==> config.mk <==
export PLATFORM = sky130hd
export DESIGN_NAME = read_master_pipelined_flat
export DESIGN_NICKNAME = d
export VERILOG_FILES = /design/src/rtl/read_master_pipelined_pkg.sv /design/src/rtl/read_master_pipelined_if.sv /design/src/rtl/read_master_pipelined_sync_fifo_showahead.sv /design/src/rtl/read_master_pipelined.sv /design/src/flat_wrapper.sv
export SDC_FILE = /design/constraint.sdc
export NUM_CORES = 1
export LEC_CHECK = 0
export CAP_MARGIN = 0
export CORE_MARGIN = 2
export CORE_UTILIZATION = 35
export DETAILED_ROUTE_END_ITERATION = 12
export HOLD_SLACK_MARGIN = 0.05
export PLACE_DENSITY_LB_ADDON = 0.2
export SYNTH_ARGS = -nofsm -noshare
export SYNTH_HDL_FRONTEND = slang
export SYNTH_SLANG_ARGS = --single-unit
==> constraint.sdc <==
create_clock -name clk -period 6.8 [get_ports clk]
set_input_delay 1.36 -clock clk [delete_from_list [all_inputs] [get_ports clk]]
set_output_delay 1.36 -clock clk [all_outputs]
set_load 0.02 [all_outputs]
==> src/rtl/read_master_pipelined_pkg.sv <==
// Shared defaults for the pipelined read master slice.
// Also holds the byte-enable width helper.
package read_master_pipelined_pkg;

  localparam int unsigned DATAWIDTH_DEF      = 32;
  localparam int unsigned ADDRESSWIDTH_DEF   = 32;
  localparam int unsigned FIFODEPTH_DEF      = 32;
  localparam int unsigned FIFODEPTH_LOG2_DEF = 5;

  // Byte lanes covered by one data word.
  function automatic int unsigned byteenable_width(input int unsigned dw);
    return dw / 8;
  endfunction

endpackage

==> src/rtl/read_master_pipelined_if.sv <==
// Avalon-MM pipelined read bus between the read master and its slave.
interface read_master_pipelined_if
  import read_master_pipelined_pkg::*;
#(
  parameter int unsigned DATAWIDTH       = DATAWIDTH_DEF,
  parameter int unsigned BYTEENABLEWIDTH = byteenable_width(DATAWIDTH_DEF),
  parameter int unsigned ADDRESSWIDTH    = ADDRESSWIDTH_DEF
);

  logic [ADDRESSWIDTH-1:0]    master_address;
  logic                       master_read;
  logic [BYTEENABLEWIDTH-1:0] master_byteenable;
  logic [DATAWIDTH-1:0]       master_readdata;
  logic                       master_readdatavalid;
  logic                       master_waitrequest;

  modport master (
    output master_address,
    output master_read,
    output master_byteenable,
    input  master_readdata,
    input  master_readdatavalid,
    input  master_waitrequest
  );

  modport slave (
    input  master_address,
    input  master_read,
    input  master_byteenable,
    output master_readdata,
    output master_readdatavalid,
    output master_waitrequest
  );

endinterface

==> src/rtl/read_master_pipelined_sync_fifo_showahead.sv <==
// Show-ahead synchronous FIFO: head word is visible on read_data while not empty.
// Pointers carry one extra wrap bit so used/full need no separate counter.
module sync_fifo_showahead
  import read_master_pipelined_pkg::*;
#(
  parameter int unsigned DATAWIDTH      = DATAWIDTH_DEF,
  parameter int unsigned FIFODEPTH      = FIFODEPTH_DEF,
  parameter int unsigned FIFODEPTH_LOG2 = FIFODEPTH_LOG2_DEF
) (
  input  logic                      clk,
  input  logic                      reset,
  input  logic                      write,
  input  logic [DATAWIDTH-1:0]      write_data,
  input  logic                      read,
  output logic [DATAWIDTH-1:0]      read_data,
  output logic                      empty,
  output logic                      full,
  output logic [FIFODEPTH_LOG2:0]   used
);

  localparam int unsigned PW = FIFODEPTH_LOG2 + 1;

  logic [DATAWIDTH-1:0] mem [FIFODEPTH];
  logic [PW-1:0]        wr_ptr;
  logic [PW-1:0]        rd_ptr;
  logic                 do_push;
  logic                 do_pop;

  assign used  = wr_ptr - rd_ptr;
  assign empty = (used == '0);
  assign full  = used[FIFODEPTH_LOG2];

  // A pop frees the head slot in the same edge, so a push into a full FIFO is fine then.
  assign do_pop  = read & ~empty;
  assign do_push = write & (~full | do_pop);

  assign read_data = mem[rd_ptr[FIFODEPTH_LOG2-1:0]];

  always_ff @(posedge clk) begin
    if (do_push) begin
      mem[wr_ptr[FIFODEPTH_LOG2-1:0]] <= write_data;
    end
  end

  always_ff @(posedge clk or posedge reset) begin
    if (reset) begin
      wr_ptr <= '0;
      rd_ptr <= '0;
    end else begin
      if (do_push) wr_ptr <= wr_ptr + PW'(1);
      if (do_pop)  rd_ptr <= rd_ptr + PW'(1);
    end
  end

endmodule

==> src/rtl/read_master_pipelined.sv <==
// Avalon-MM pipelined read master: streams a block of words into a show-ahead FIFO.
// Reads are only issued while every outstanding word is guaranteed a FIFO slot.
module read_master_pipelined
  import read_master_pipelined_pkg::*;
#(
  parameter int unsigned DATAWIDTH       = DATAWIDTH_DEF,
  parameter int unsigned BYTEENABLEWIDTH = byteenable_width(DATAWIDTH_DEF),
  parameter int unsigned ADDRESSWIDTH    = ADDRESSWIDTH_DEF,
  parameter int unsigned FIFODEPTH       = FIFODEPTH_DEF,
  parameter int unsigned FIFODEPTH_LOG2  = FIFODEPTH_LOG2_DEF
) (
  input  logic                    clk,
  input  logic                    reset,
  input  logic                    control_fixed_location,
  input  logic [ADDRESSWIDTH-1:0] control_read_base,
  input  logic [ADDRESSWIDTH-1:0] control_read_length,
  input  logic                    control_go,
  output logic                    control_done,
  output logic                    control_early_done,
  input  logic                    user_read_buffer,
  output logic [DATAWIDTH-1:0]    user_buffer_data,
  output logic                    user_data_available,
  read_master_pipelined_if.master bus
);

  localparam int unsigned AW = ADDRESSWIDTH;
  localparam int unsigned CW = FIFODEPTH_LOG2 + 1;
  localparam int unsigned SW = FIFODEPTH_LOG2 + 2;

  logic [AW-1:0] address_q, address_d;
  logic [AW-1:0] length_q,  length_d;
  logic          fixed_q,   fixed_d;
  logic [CW-1:0] pending_q, pending_d;

  logic          fifo_empty;
  logic          fifo_full;
  logic [CW-1:0] fifo_used;
  logic          room;
  logic          go_accept;
  logic          accept;

  // Outstanding reads plus stored words must never exceed the FIFO.
  assign room = ~fifo_full & ((SW'(fifo_used) + SW'(pending_q)) < SW'(FIFODEPTH));

  assign bus.master_read       = (length_q != '0) & room;
  assign bus.master_address    = address_q;
  assign bus.master_byteenable = '1;

  assign control_early_done = (length_q == '0);
  assign control_done       = (length_q == '0) & (pending_q == '0);

  assign go_accept = control_go & control_done;
  assign accept    = bus.master_read & ~bus.master_waitrequest;

  always_ff @(posedge clk or posedge reset) begin
    if (reset) begin
      address_q <= '0;
      length_q  <= '0;
      fixed_q   <= 1'b0;
      pending_q <= '0;
    end else begin
      address_q <= address_d;
      length_q  <= length_d;
      fixed_q   <= fixed_d;
      pending_q <= pending_d;
    end
  end

  // Next-state for the transfer registers; go and accept are mutually exclusive.
  always_comb begin
    address_d = address_q;
    length_d  = length_q;
    fixed_d   = fixed_q;
    pending_d = pending_q;

    if (go_accept) begin
      address_d = control_read_base;
      length_d  = control_read_length;
      fixed_d   = control_fixed_location;
    end else if (accept) begin
      length_d = length_q - AW'(1);
      if (!fixed_q) begin
        address_d = address_q + AW'(1);
      end
    end

    // A stray readdatavalid with nothing outstanding leaves pending at zero.
    unique case ({accept, bus.master_readdatavalid})
      2'b10:   pending_d = pending_q + CW'(1);
      2'b01:   if (pending_q != '0) pending_d = pending_q - CW'(1);
      default: pending_d = pending_q;
    endcase
  end

  sync_fifo_showahead #(
    .DATAWIDTH      (DATAWIDTH),
    .FIFODEPTH      (FIFODEPTH),
    .FIFODEPTH_LOG2 (FIFODEPTH_LOG2)
  ) u_fifo (
    .clk        (clk),
    .reset      (reset),
    .write      (bus.master_readdatavalid),
    .write_data (bus.master_readdata),
    .read       (user_read_buffer),
    .read_data  (user_buffer_data),
    .empty      (fifo_empty),
    .full       (fifo_full),
    .used       (fifo_used)
  );

  assign user_data_available = ~fifo_empty;

endmodule
==> src/flat_wrapper.sv <==
// flat-port wrapper written by rule: the top's interface ports become plain ports
module read_master_pipelined_flat import read_master_pipelined_pkg::*;
#(
  parameter int unsigned DATAWIDTH       = DATAWIDTH_DEF,
  parameter int unsigned BYTEENABLEWIDTH = byteenable_width(DATAWIDTH_DEF),
  parameter int unsigned ADDRESSWIDTH    = ADDRESSWIDTH_DEF,
  parameter int unsigned FIFODEPTH       = FIFODEPTH_DEF,
  parameter int unsigned FIFODEPTH_LOG2  = FIFODEPTH_LOG2_DEF
)
  (clk, reset, control_fixed_location, control_read_base, control_read_length, control_go, control_done, control_early_done, user_read_buffer, user_buffer_data, user_data_available, bus_master_address, bus_master_read, bus_master_byteenable, bus_master_readdata, bus_master_readdatavalid, bus_master_waitrequest);
  read_master_pipelined_if #(.DATAWIDTH(DATAWIDTH), .BYTEENABLEWIDTH(BYTEENABLEWIDTH), .ADDRESSWIDTH(ADDRESSWIDTH)) bus_i ();
  input  logic clk;
  input  logic reset;
  input  logic control_fixed_location;
  input  logic [ADDRESSWIDTH-1:0] control_read_base;
  input  logic [ADDRESSWIDTH-1:0] control_read_length;
  input  logic control_go;
  output logic control_done;
  output logic control_early_done;
  input  logic user_read_buffer;
  output logic [DATAWIDTH-1:0] user_buffer_data;
  output logic user_data_available;
  output wire logic [$bits(bus_i.master_address)-1:0] bus_master_address;
  output wire logic [$bits(bus_i.master_read)-1:0] bus_master_read;
  output wire logic [$bits(bus_i.master_byteenable)-1:0] bus_master_byteenable;
  input wire logic [$bits(bus_i.master_readdata)-1:0] bus_master_readdata;
  input wire logic [$bits(bus_i.master_readdatavalid)-1:0] bus_master_readdatavalid;
  input wire logic [$bits(bus_i.master_waitrequest)-1:0] bus_master_waitrequest;
  assign bus_master_address = bus_i.master_address;
  assign bus_master_read = bus_i.master_read;
  assign bus_master_byteenable = bus_i.master_byteenable;
  assign bus_i.master_readdata = bus_master_readdata;
  assign bus_i.master_readdatavalid = bus_master_readdatavalid;
  assign bus_i.master_waitrequest = bus_master_waitrequest;
  read_master_pipelined #(.DATAWIDTH(DATAWIDTH), .BYTEENABLEWIDTH(BYTEENABLEWIDTH), .ADDRESSWIDTH(ADDRESSWIDTH), .FIFODEPTH(FIFODEPTH), .FIFODEPTH_LOG2(FIFODEPTH_LOG2)) u_core (.clk(clk), .reset(reset), .control_fixed_location(control_fixed_location), .control_read_base(control_read_base), .control_read_length(control_read_length), .control_go(control_go), .control_done(control_done), .control_early_done(control_early_done), .user_read_buffer(user_read_buffer), .user_buffer_data(user_buffer_data), .user_data_available(user_data_available), .bus(bus_i));
endmodule
Word-level counts from Yosys, hierarchy flattened
Memory sizes are Yosys's and may differ from the RTL's.
Index checks and enable logic that the tools add are counted.

word-level totals
  bits in registers = 83
  memory bits (writable) = 1024
  output and inout port bits = 72
  memories = 1

cells by class
  add/sub/neg operators = 8
  $lt $le $gt $ge = 1
  eq/ne operators = 4
  muxes and demuxes = 9
  bitwise logic cells = 11
  reductions and logical operators = 9

memory list
  name               depth  width  rd ports  clocked after Yosys merged registers in  write ports  RTL line                                         source
  u_core.u_fifo.mem  32     32     1         0                                        1            read_master_pipelined_sync_fifo_showahead.sv:23  logic [DATAWIDTH-1:0] mem [FIFODEPTH];

operator list
  cell                                                 number
  2-to-1 mux 32 bit                                    5
  adder 32 x 1 -> 32 bit (second input constant)       1
  zero test 32 bit                                     1
  nonzero test 32 bit                                  1
  subtractor 32 x 1 -> 32 bit (second input constant)  1
  adder 6 x 1 -> 6 bit (second input constant)         3
  zero test 6 bit                                      2
  case mux 6 bit (2 select lines)                      1
  adder 6 x 6 -> 7 bit                                 1
  AND 1 bit                                            7
  < comparator 7 x 6 -> 1 bit (second input constant)  1
  2-to-1 mux 6 bit                                     1
  nonzero test 6 bit                                   1
  subtractor 6 x 1 -> 6 bit (second input constant)    1
  subtractor 6 bit                                     1
  AND reduction 2 bit                                  2
  nonzero test 2 bit                                   2
  NOT 1 bit                                            3
  == test 2 x 1 -> 1 bit (second input constant)       1
  == test 2 bit (second input constant)                1
  2-to-1 mux 1 bit                                     2
  != test 2 x 1 -> 1 bit (second input constant)       1
  != test 2 bit (second input constant)                1
  OR 1 bit                                             1

Depth between registers and ports, before layout
Gate-level depths: netlist of run 1.

  depth after elaboration = 9
  depth in mapped cells = 26
  depth with buffers taken out = 21

By module
From an unflattened synthesis of run 1, not the netlist that was laid out.

unflattened totals
  cell total of the unflattened synthesis = 2170
  area, all modules = 44351.3 µm²

modules (own cells, without submodules)
  module                 instances  cells an instance  area each (µm²)
  sync_fifo_showahead    1          1654               39888.3
  read_master_pipelined  1          516                4463.0

Worst setup path before layout of run 1
No wires, ideal clock.

  kind = flip-flop to flip-flop
  start point = register u_core.u_fifo.rd_ptr[3]
  end point = memory u_core.u_fifo.mem[13][0] (netlist name), enable pin
  data arrival time = 5.278 ns
  path slack = 1.061 ns
  stages on the path, launching flop included = 13
  period minus slack after synthesis = 5.739 ns
  cells stage by stage = dfrtp_1 -> inv_1 -> clkbuf_1 -> buf_1 -> ha_1 -> o21a_1 -> o31a_1 -> a31o_2 -> nor2_1 -> o21a_1 -> buf_2 -> nand2_1 -> nor3_1

between the ends
  word-level cells in the longest chain between the ends = 8
  elaborated cells between the ends (all ways) = 9

ends and longest elaborated chain
  what                                        RTL line                                         source
  start: declaration                          read_master_pipelined_sync_fifo_showahead.sv:25  logic [PW-1:0] rd_ptr;
  start signal: assignment                    read_master_pipelined_sync_fifo_showahead.sv:51  if (do_pop) rd_ptr <= rd_ptr + PW'(1);
  subtractor 6 bit (*)                        read_master_pipelined_sync_fifo_showahead.sv:29  assign used = wr_ptr - rd_ptr;
  zero test 6 bit                             read_master_pipelined_sync_fifo_showahead.sv:30  assign empty = (used == '0);
  NOT 1 bit                                   read_master_pipelined_sync_fifo_showahead.sv:34  assign do_pop = read & ~empty;
  AND 1 bit                                   read_master_pipelined_sync_fifo_showahead.sv:34
  OR 1 bit (*)                                read_master_pipelined_sync_fifo_showahead.sv:35  assign do_push = write & (~full | do_pop);
  AND 1 bit (*)                               read_master_pipelined_sync_fifo_showahead.sv:35
  2-to-1 mux 1 bit (*)                        read_master_pipelined_sync_fifo_showahead.sv:40  if (do_push) begin
  2-to-1 mux 1 bit (not written as such) (*)  read_master_pipelined_sync_fifo_showahead.sv:41  mem[wr_ptr[FIFODEPTH_LOG2-1:0]] <= write_data;
  end: declaration                            read_master_pipelined_sync_fifo_showahead.sv:23

Mark *: on every way between the ends. The rest lies on a longest branch, timed or not.

Final worst setup path of run 1
  start point = register u_core.u_fifo.rd_ptr[2]
  end point = output bus_master_read

between the ends
  word-level cells in the longest chain between the ends = 5
  elaborated cells between the ends (all ways) = 6

ends and longest elaborated chain
  what                         RTL line                                         source
  subtractor 6 bit (*)         read_master_pipelined_sync_fifo_showahead.sv:29
  adder 6 x 6 -> 7 bit         read_master_pipelined.sv:43                      assign room = ~fifo_full & ((SW'(fifo_used) + SW'(pending_q)) < SW'(FIFODEPTH));
  < comparator 7 x 6 -> 1 bit  read_master_pipelined.sv:43
  AND 1 bit (*)                read_master_pipelined.sv:43
  AND 1 bit (*)                read_master_pipelined.sv:45                      assign bus.master_read = (length_q != '0) & room;
  end: declaration             flat_wrapper.sv:24                               output wire logic [$bits(bus_i.master_read)-1:0] bus_master_read;

Marked as above.

==> impl_results.md, run 1 <==
- Ys flop type: edfxtp_1
- Type of the worst min-delay path: reg2reg
- RD Place Congestion: 0.786
- Total die area: 0.128 mm^2
- Startpoint types: flip-flop
- Count of flip-flops with a built-in enable after synthesis: 1,024
- Critical path data arrival time: 4.96 ns
- Placed wire-length estimate: 62,700 um
- Wire per inst: 28.2 um
- Synth Cell Area: 0.0439 mm^2
- Status: finished clean
- Post-route cell area: 0.0517 mm^2
- Crit-path slowest cell: dfrtp_4
- Post-cts sizing count: 0
- # Post-CTS Setup Buffers: 0
- CP peak stage delay: 0.78 ns
- Reg power frac: 38.3%
- WP data required: 5.44 ns
- All-Layer GR Usage: 18.0%
- Power Internal: 14,500 uW
- Count of cell types in the netlist: 63
- Final Hold Fails: 0
- Clk root buf: clkbuf_16
- Initial antenna violation count: 8
- DRC: 0
- Ys async rst share: 7.50%
- # Max-Cap Violations: 0
- I/O pin cnt: 175
- Combinational power share: 33.6%
- Syn_area_per_cell: 20.7 um^2
- Final global-route overflow total: 0
- Largest net degree at the start of global routing: 162
- Clock-pin slew on the worst setup and hold paths: 0.06 ns
- Post-synthesis sequential area ratio: 74.7%
- Critical setup path kind: reg2out
- Antenna Cells: 0
- Area after DPL: 0.0481 mm^2
- Clk_lat worst skew: 0.72 ns
- Nets: 2,497
- Leak pwr: 0.0167 uW
- Tcrit/Tclk final: 92.9%
- DR iter-0 viols: 2,531
- Clk network pwr share: 28.1%
- CTS Buffer Depth: 3
- YS warnings: 0
- Crit path cell chain: inv_1 -> ha_1 -> o21a_1 -> o31a_1 -> o32ai_1 -> nor2_1 -> inv_1 -> ha_1 -> nor3_1 -> and3_1 -> and2_1 -> clkdlybuf4s50_1
- Std cell rows: 130
- Count of pins over their slew limit: 0
- Global-route wire length before repair: 165,000 um
- Setup TNS: 0 ns
- Die height: 358 um
- #FFs+latches synth: 1,107
- Unrepaired setup endpoints after global routing: false
- Final Setup Violations: 0
- Area Overhead vs Synth: 17.6%
- Die width: 358 um
- Critical Path End Type: output port
- Num CTS Buffers: 113
- Port buffer count: 170
- Reg2Reg Depth: 21
- Net Sw Frac: 32.4%
- Vias in the first global route: 22,700
- Worst slew margin: 23.2%
- Layout cells sized above 1: 24.4%
- Peak supply drop: 0.366 mV
- Pre-antenna DRT Iters: 5
- Pwr Density: 414 mW/mm^2
- CP max FO: 24
- Worst slew pin tran: 1.15 ns
- Hold-fix buffers, CTS: 0
- WL final: 116,000 um
- Clock skew: 0.0171 ns
- Switching pwr: 6930 uW
- Clock Sinks: 1,107
- CTS tree: built
- Minimum clock period: 6.32 ns
- ANT nets after route: 0
- Total power: 21,400 uW
- Vias: 22,100
- Cells after Synth: 2,120
- Vias/cell: 5.38
- CTS H-tree depth: 3
- Fin util: 41.3%
- Fmax: 0.158 GHz
- Core Area: 0.125 mm^2
- Initial Utilization: 35.1%
- Worst hold stages: 1
==> layer usage <==
layer	part of all wire, %	GRT usage [%]	vias to the layer above
li1	-	-	9227
met1	45	25.9	12000
met2	46	27.9	722
met3	6.6	4.05	182
met4	2.3	4.36	8
met5	0.045	0	-
==> path summary, 6_finish.rpt <==
check	start	endpoint	slack, ns
max in group asynchronous	reset	u_core.u_fifo.rd_ptr[0]	4.63
worst min register to register	u_core.length_q[20]	u_core.length_q[20]	0.47
worst min-delay path	u_core.length_q[20]	u_core.length_q[20]	0.47
worst max register to register	u_core.u_fifo.rd_ptr[2]	u_core.pending_q[5]	1.11
min in group asynchronous	reset	u_core.bus.master_address[17]	0.87
worst max-delay path	u_core.u_fifo.rd_ptr[2]	bus_master_read	0.48
==> cell usage after synthesis (3+ instances only) <==
| master | n | area, um^2 |
|---|---|---|
| a21o_1 | 3 | 22.5 |
| a21oi_1 | 29 | 145 |
| a31oi_1 | 5 | 31.3 |
| and2_1 | 6 | 37.5 |
| and3_1 | 14 | 87.6 |
| and4_1 | 3 | 26.3 |
| buf_1 | 23 | 86.3 |
| buf_2 | 10 | 50.1 |
| buf_4 | 4 | 30.0 |
| clkbuf_1 | 66 | 248 |
| dfrtp_1 | 83 | 2080 |
| edfxtp_1 | 1024 | 30700 |
| ha_1 | 22 | 275 |
| inv_1 | 21 | 78.8 |
| mux2_2 | 3 | 33.8 |
| mux2i_1 | 24 | 240 |
| mux4_2 | 320 | 7210 |
| nand2_1 | 163 | 612 |
| nand3_1 | 35 | 175 |
| nand4_1 | 19 | 119 |
| nor2_1 | 56 | 210 |
| nor3_1 | 24 | 120 |
| nor3b_1 | 3 | 22.5 |
| nor4_1 | 10 | 62.6 |
| o21a_1 | 5 | 37.5 |
| o21ai_0 | 23 | 115 |
| o21ai_1 | 14 | 70.1 |
| o2bb2ai_1 | 5 | 43.8 |
| or3_1 | 9 | 56.3 |
| or4_1 | 5 | 37.5 |
| xnor2_1 | 17 | 149 |
| xor2_1 | 35 | 307 |
==> cell families (layout without fill, tap and decap cells) <==
kind of cell,Yosys count,in the layout,share of synthesized area [%]
buffers and inverters,126,464,1.17
AND/OR/NAND/NOR,366,366,3.98
AO/OA/AOI/OAI,95,95,1.30
flip-flops,1107,1107,74.7
XOR/XNOR,53,53,1.07
adder cells (fa/ha/maj),24,24,0.718
multiplexers,348,348,17.0
other,1,4,0.00853
==> stage by stage <==
step / instances / hold slack (ns) / setup WS (ns)
floorplan: 2123 / 0.440 / 1.06
global placement: 3905 / 0.464 / 1.15
detailed placement: 3905 / 0.468 / 1.15
CTS: 4111 / 0.476 / 0.412
global route: 4111 / 0.500 / 0.147
finish: 4111 / 0.468 / 0.481
==> final cells by class <==
type	count	area, um^2
inverter	21	85.1
tap	1650	2060
fill	10900	73400
clock inverter	64	533
sequential	1107	32800
multi-input combinational	890	10900
timing repair buffer	237	2280
clock buffer	142	3030
==> power groups by stage <==
| stage | clock network, uW | registers (uW) | logic [uW] |
|---|---|---|---|
| after CTS | 6160 | 8190 | 7320 |
| after global placement | 0 | 8300 | 7260 |
| after global routing | 6410 | 8230 | 7710 |
| after floorplan | 0 | 8210 | 4780 |
| final | 6010 | 8190 | 7190 |
| after detailed placement | 0 | 8330 | 7290 |
==> cells in the final DEF (no fill, tap or decap), drive strengths merged, types with 20 or more instances in the layout <==
cell / count
edfxtp: 1024
mux4: 320
clkdlybuf4s50: 170
nand2: 165
clkbuf: 142
dfrtp: 83
buf: 67
nor2: 56
clkinv: 51
o21ai: 37
xor2: 36
nand3: 35
a21oi: 29
nor3: 26
mux2i: 24
inv: 24
ha: 22
nand4: 20
==> critical path: cells and delay by family (launching register included) <==
kind / cells / cell delay, ns
compound gates: 3 / 0.79
fa+ha+maj: 2 / 0.62
buf+inv: 3 / 0.94
flops: 1 / 0.78
simple gates: 4 / 1.08
==> state kept, by name, indices dropped and copies added, names as in the netlist <==
register                   cells
u_core.u_fifo.mem           1024
u_core.bus.master_address     32
u_core.fixed_q                 1
u_core.u_fifo.wr_ptr           6
u_core.u_fifo.rd_ptr           6
u_core.length_q               32
u_core.pending_q               6
Power figures use the tool's default switching activity.
==> run 2, diff against run 1 <==
--- a/config.mk
+++ b/config.mk
@@ -8,6 +8,7 @@
 export CAP_MARGIN = 0
 export CORE_MARGIN = 2
 export CORE_UTILIZATION = 35
+export CTS_CLUSTER_DIAMETER = 120
 export DETAILED_ROUTE_END_ITERATION = 12
 export HOLD_SLACK_MARGIN = 0.05
 export PLACE_DENSITY_LB_ADDON = 0.2
==> results of run 2 <==
The final DEF is identical to that of run 1; final timing and power are the same.
==> run 3, diff against run 2 <==
--- a/config.mk
+++ b/config.mk
@@ -5,6 +5,8 @@
 export SDC_FILE = /design/constraint.sdc
 export NUM_CORES = 1
 export LEC_CHECK = 0
+export ABC_AREA = 1
+export ABC_CLOCK_PERIOD_IN_PS = 6800
 export CAP_MARGIN = 0
 export CORE_MARGIN = 2
 export CORE_UTILIZATION = 35
==> impl_results.md, run 3 <==
- Critical setup path kind: reg2out (unchanged)
- Status: finished clean (unchanged)
- Ys flop type: edfxtp_1 (unchanged)
- Synth area leaders: edfxtp_1, o21ai_0, nor2_1 (was edfxtp_1, mux4_2, dfrtp_1)
- # Post-CTS Setup Buffers: 0 (unchanged)
- Vias/cell: 5.43 (was 5.38)
- Final cell count without fillers: 5,773 (was 4,111)
- Placed Cells: 5,551 (was 3,905)
- Hold-fix buffers, CTS: 0 (unchanged)
- Critical path data arrival time: 4.61 ns (was 4.96 ns)
- Die height: 366 um (was 358 um)
- YS warnings: 0 (unchanged)
- Count of flip-flops with a built-in enable after synthesis: 1,024 (unchanged)
- CTS H-tree depth: 3 (unchanged)
- WL final: 142,000 um (was 116,000 um)
- Most frequent cells in the layout: edfxtp_1, nor2_1, o21ai_0 (was edfxtp_1, mux4_2, clkdlybuf4s50_1)
- I/O pin cnt: 175 (unchanged)
- Clock skew: 0.0754 ns (was 0.0171 ns)
- WP data required: 5.44 ns (about the same)
- Worst slew pin tran: 1.18 ns (was 1.15 ns)
- Fill count: 12,300 (was 10,900)
- Post-synthesis sequential area ratio: 71.6% (was 74.7%)
- Layout cells sized above 1: 7.72% (was 24.4%)
- Setup TNS: 0 ns (unchanged)
- Placed wire-length estimate: 76,500 um (was 62,700 um)
- Initial antenna violation count: 13 (was 8)
- Final Hold Fails: 0 (unchanged)
- Critical Path End Type: output port (unchanged)
- Clk_lat worst skew: 0.74 ns (was 0.72 ns)
- RD Place Congestion: 0.859 (was 0.786)
- Unrepaired setup endpoints after global routing: false (unchanged)
- Type of the worst min-delay path: reg2reg (unchanged)
- Vias: 31,400 (was 22,100)
- Syn_area_per_cell: 12.1 um^2 (was 20.7 um^2)
- Count of cell types in the netlist: 39 (was 63)
- Final Setup Violations: 0 (unchanged)
- ANT nets after route: 0 (unchanged)
- CTS Buffer Depth: 3 (unchanged)
- Total die area: 0.134 mm^2 (was 0.128 mm^2)
- Vias in the first global route: 29,800 (was 22,700)
- Initial Utilization: 35.3% (was 35.1%)
- Startpoint types: flip-flop (unchanged)
- Final global-route overflow total: 0 (unchanged)
- Num CTS Buffers: 117 (was 113)
- Core Area: 0.130 mm^2 (was 0.125 mm^2)
- Wire per inst: 24.6 um (was 28.2 um)
- Synth Cell Area: 0.0459 mm^2 (was 0.0439 mm^2)
- Peak supply drop: 0.472 mV (was 0.366 mV)
- Tcrit/Tclk final: 87.8% (was 92.9%)
- Total power: 22,700 uW (was 21,400 uW)
- DR iter-0 viols: 2,989 (was 2,531)
- Pwr Density: 426 mW/mm^2 (was 414 mW/mm^2)
- #FFs+latches synth: 1,107 (unchanged)
- Leak pwr: 0.0175 uW (was 0.0167 uW)
- Pre-antenna DRT Iters: 6 (was 5)
- Clock Sinks: 1,107 (unchanged)
- CTS tree: built (unchanged)
- Area Overhead vs Synth: 16.3% (was 17.6%)
- Clock-pin slew on the worst setup and hold paths: 0.06 ns (about the same)
- Nets: 4,055 (was 2,497)
- Ys async rst share: 7.50% (unchanged)
- Global-route wire length before repair: 207,000 um (was 165,000 um)
- Port buffer count: 170 (unchanged)
- Count of pins over their slew limit: 0 (unchanged)
- Post-synth top area cell: edfxtp_1 (unchanged)
- Std cell rows: 132 (was 130)
- DRC: 0 (unchanged)
- All-Layer GR Usage: 20.7% (was 18.0%)
- Post-synth top area share: 67.1% (was 70.0%)
- CP max FO: 189 (was 24)
- # Max-Cap Violations: 0 (unchanged)
- Most common cell after layout, fill and taps aside: edfxtp_1 (unchanged)
- Largest net degree at the start of global routing: 204 (was 162)
- Fmax: 0.167 GHz (was 0.158 GHz)
- Worst slew margin: 20.8% (was 23.2%)
- Synth cell count leaders: edfxtp_1, nor2_1, o21ai_0 (was edfxtp_1, mux4_2, nand2_1)
- Max reg flops: 1,024 (unchanged)
- Die width: 366 um (was 358 um)
- Cells after Synth: 3,802 (was 2,120)
- Clk root buf: clkbuf_16 (unchanged)
- Post-cts sizing count: 0 (unchanged)
- Minimum clock period: 5.97 ns (was 6.32 ns)
- Most frequent cell after synthesis: edfxtp_1 (unchanged)
[run 3: worst max-delay path, stage by stage, from the launching register on]
cell and delay (ns):
dfrtp_4 0.46, buf_12 0.71, buf_4 0.76, o21ai_0 0.19
o221ai_1 0.23, o211ai_1 0.18, nand4_1 0.20, o21ai_1 0.24
inv_1 0.12, clkdlybuf4s50_1 0.65
[run 3: through the flow]
stage	cell area (um^2)	worst slack, ns	hold slack [ns]	util (%)
after floorplan	45900	2.09	0.460	-
after global placement	49700	1.61	0.476	38.3
after detailed placement	49700	1.58	0.478	38.3
after CTS	53300	0.759	0.494	41.1
after global routing	53300	0.538	0.536	41.1
final	53300	0.829	0.492	41.1
[run 3: worst paths after layout]
kind | from | depth (start not counted) | endpoint | slack [ns]
setup / recovery | u_core.u_fifo.rd_ptr[1] | 9 | user_buffer_data[5] | 0.83
hold / removal | u_core.fixed_q | 2 | u_core.fixed_q | 0.49
setup reg to reg | u_core.u_fifo.rd_ptr[2] | 22 | u_core.bus.master_address[27] | 1.82
hold reg to reg | u_core.fixed_q | 2 | u_core.fixed_q | 0.49
max in group asynchronous | reset | 3 | u_core.u_fifo.rd_ptr[0] | 4.48
min in group asynchronous | reset | 2 | u_core.length_q[19] | 1.16
[run 3: per-layer routing]
layer	wire (um)	vias up	global-route usage (%)	part of all wire, %
li1	-	14100	-	-
met4	3110	2	4.93	2.2
met5	13	-	0	0.0092
met1	63500	15800	29.3	45
met2	66800	1144	33.5	47
met3	8640	227	3.25	6.1
[run 3: area by class of cell]
| type | count | area (um^2) | share of cell area (%) |
|---|---|---|---|
| Tap cell | 1742 | 2180 | 4.09 |
| Clock buffer | 137 | 3070 | 5.75 |
| Clock inverter | 83 | 614 | 1.15 |
| Multi-Input combinational cell | 2327 | 11700 | 22.0 |
| Sequential cell | 1107 | 32800 | 61.6 |
| Timing Repair Buffer | 245 | 2400 | 4.50 |
| Inverter | 130 | 507 | 0.950 |
| Antenna cell | 2 | 5.00 | 0.00938 |
[run 3: cells by family after synthesis]
| logic type | Yosys count | share of synthesized area [%] |
|---|---|---|
| and+or+nand+nor | 1313 | 11.6 |
| DFF | 1107 | 71.6 |
| AOI/OAI and AO/OA | 933 | 11.7 |
| buffers and inverters | 371 | 3.38 |
| xor gates and xnor gates | 53 | 1.01 |
| adders and majority gates | 24 | 0.688 |
| other | 1 | 0.00818 |
[run 3: power breakdown]
| part | internal, uW | total, uW | switching (uW) |
|---|---|---|---|
| clock network | 3410 | 6140 | 2730 |
| registers | 7970 | 8400 | 435 |
| logic | 2540 | 8180 | 5650 |
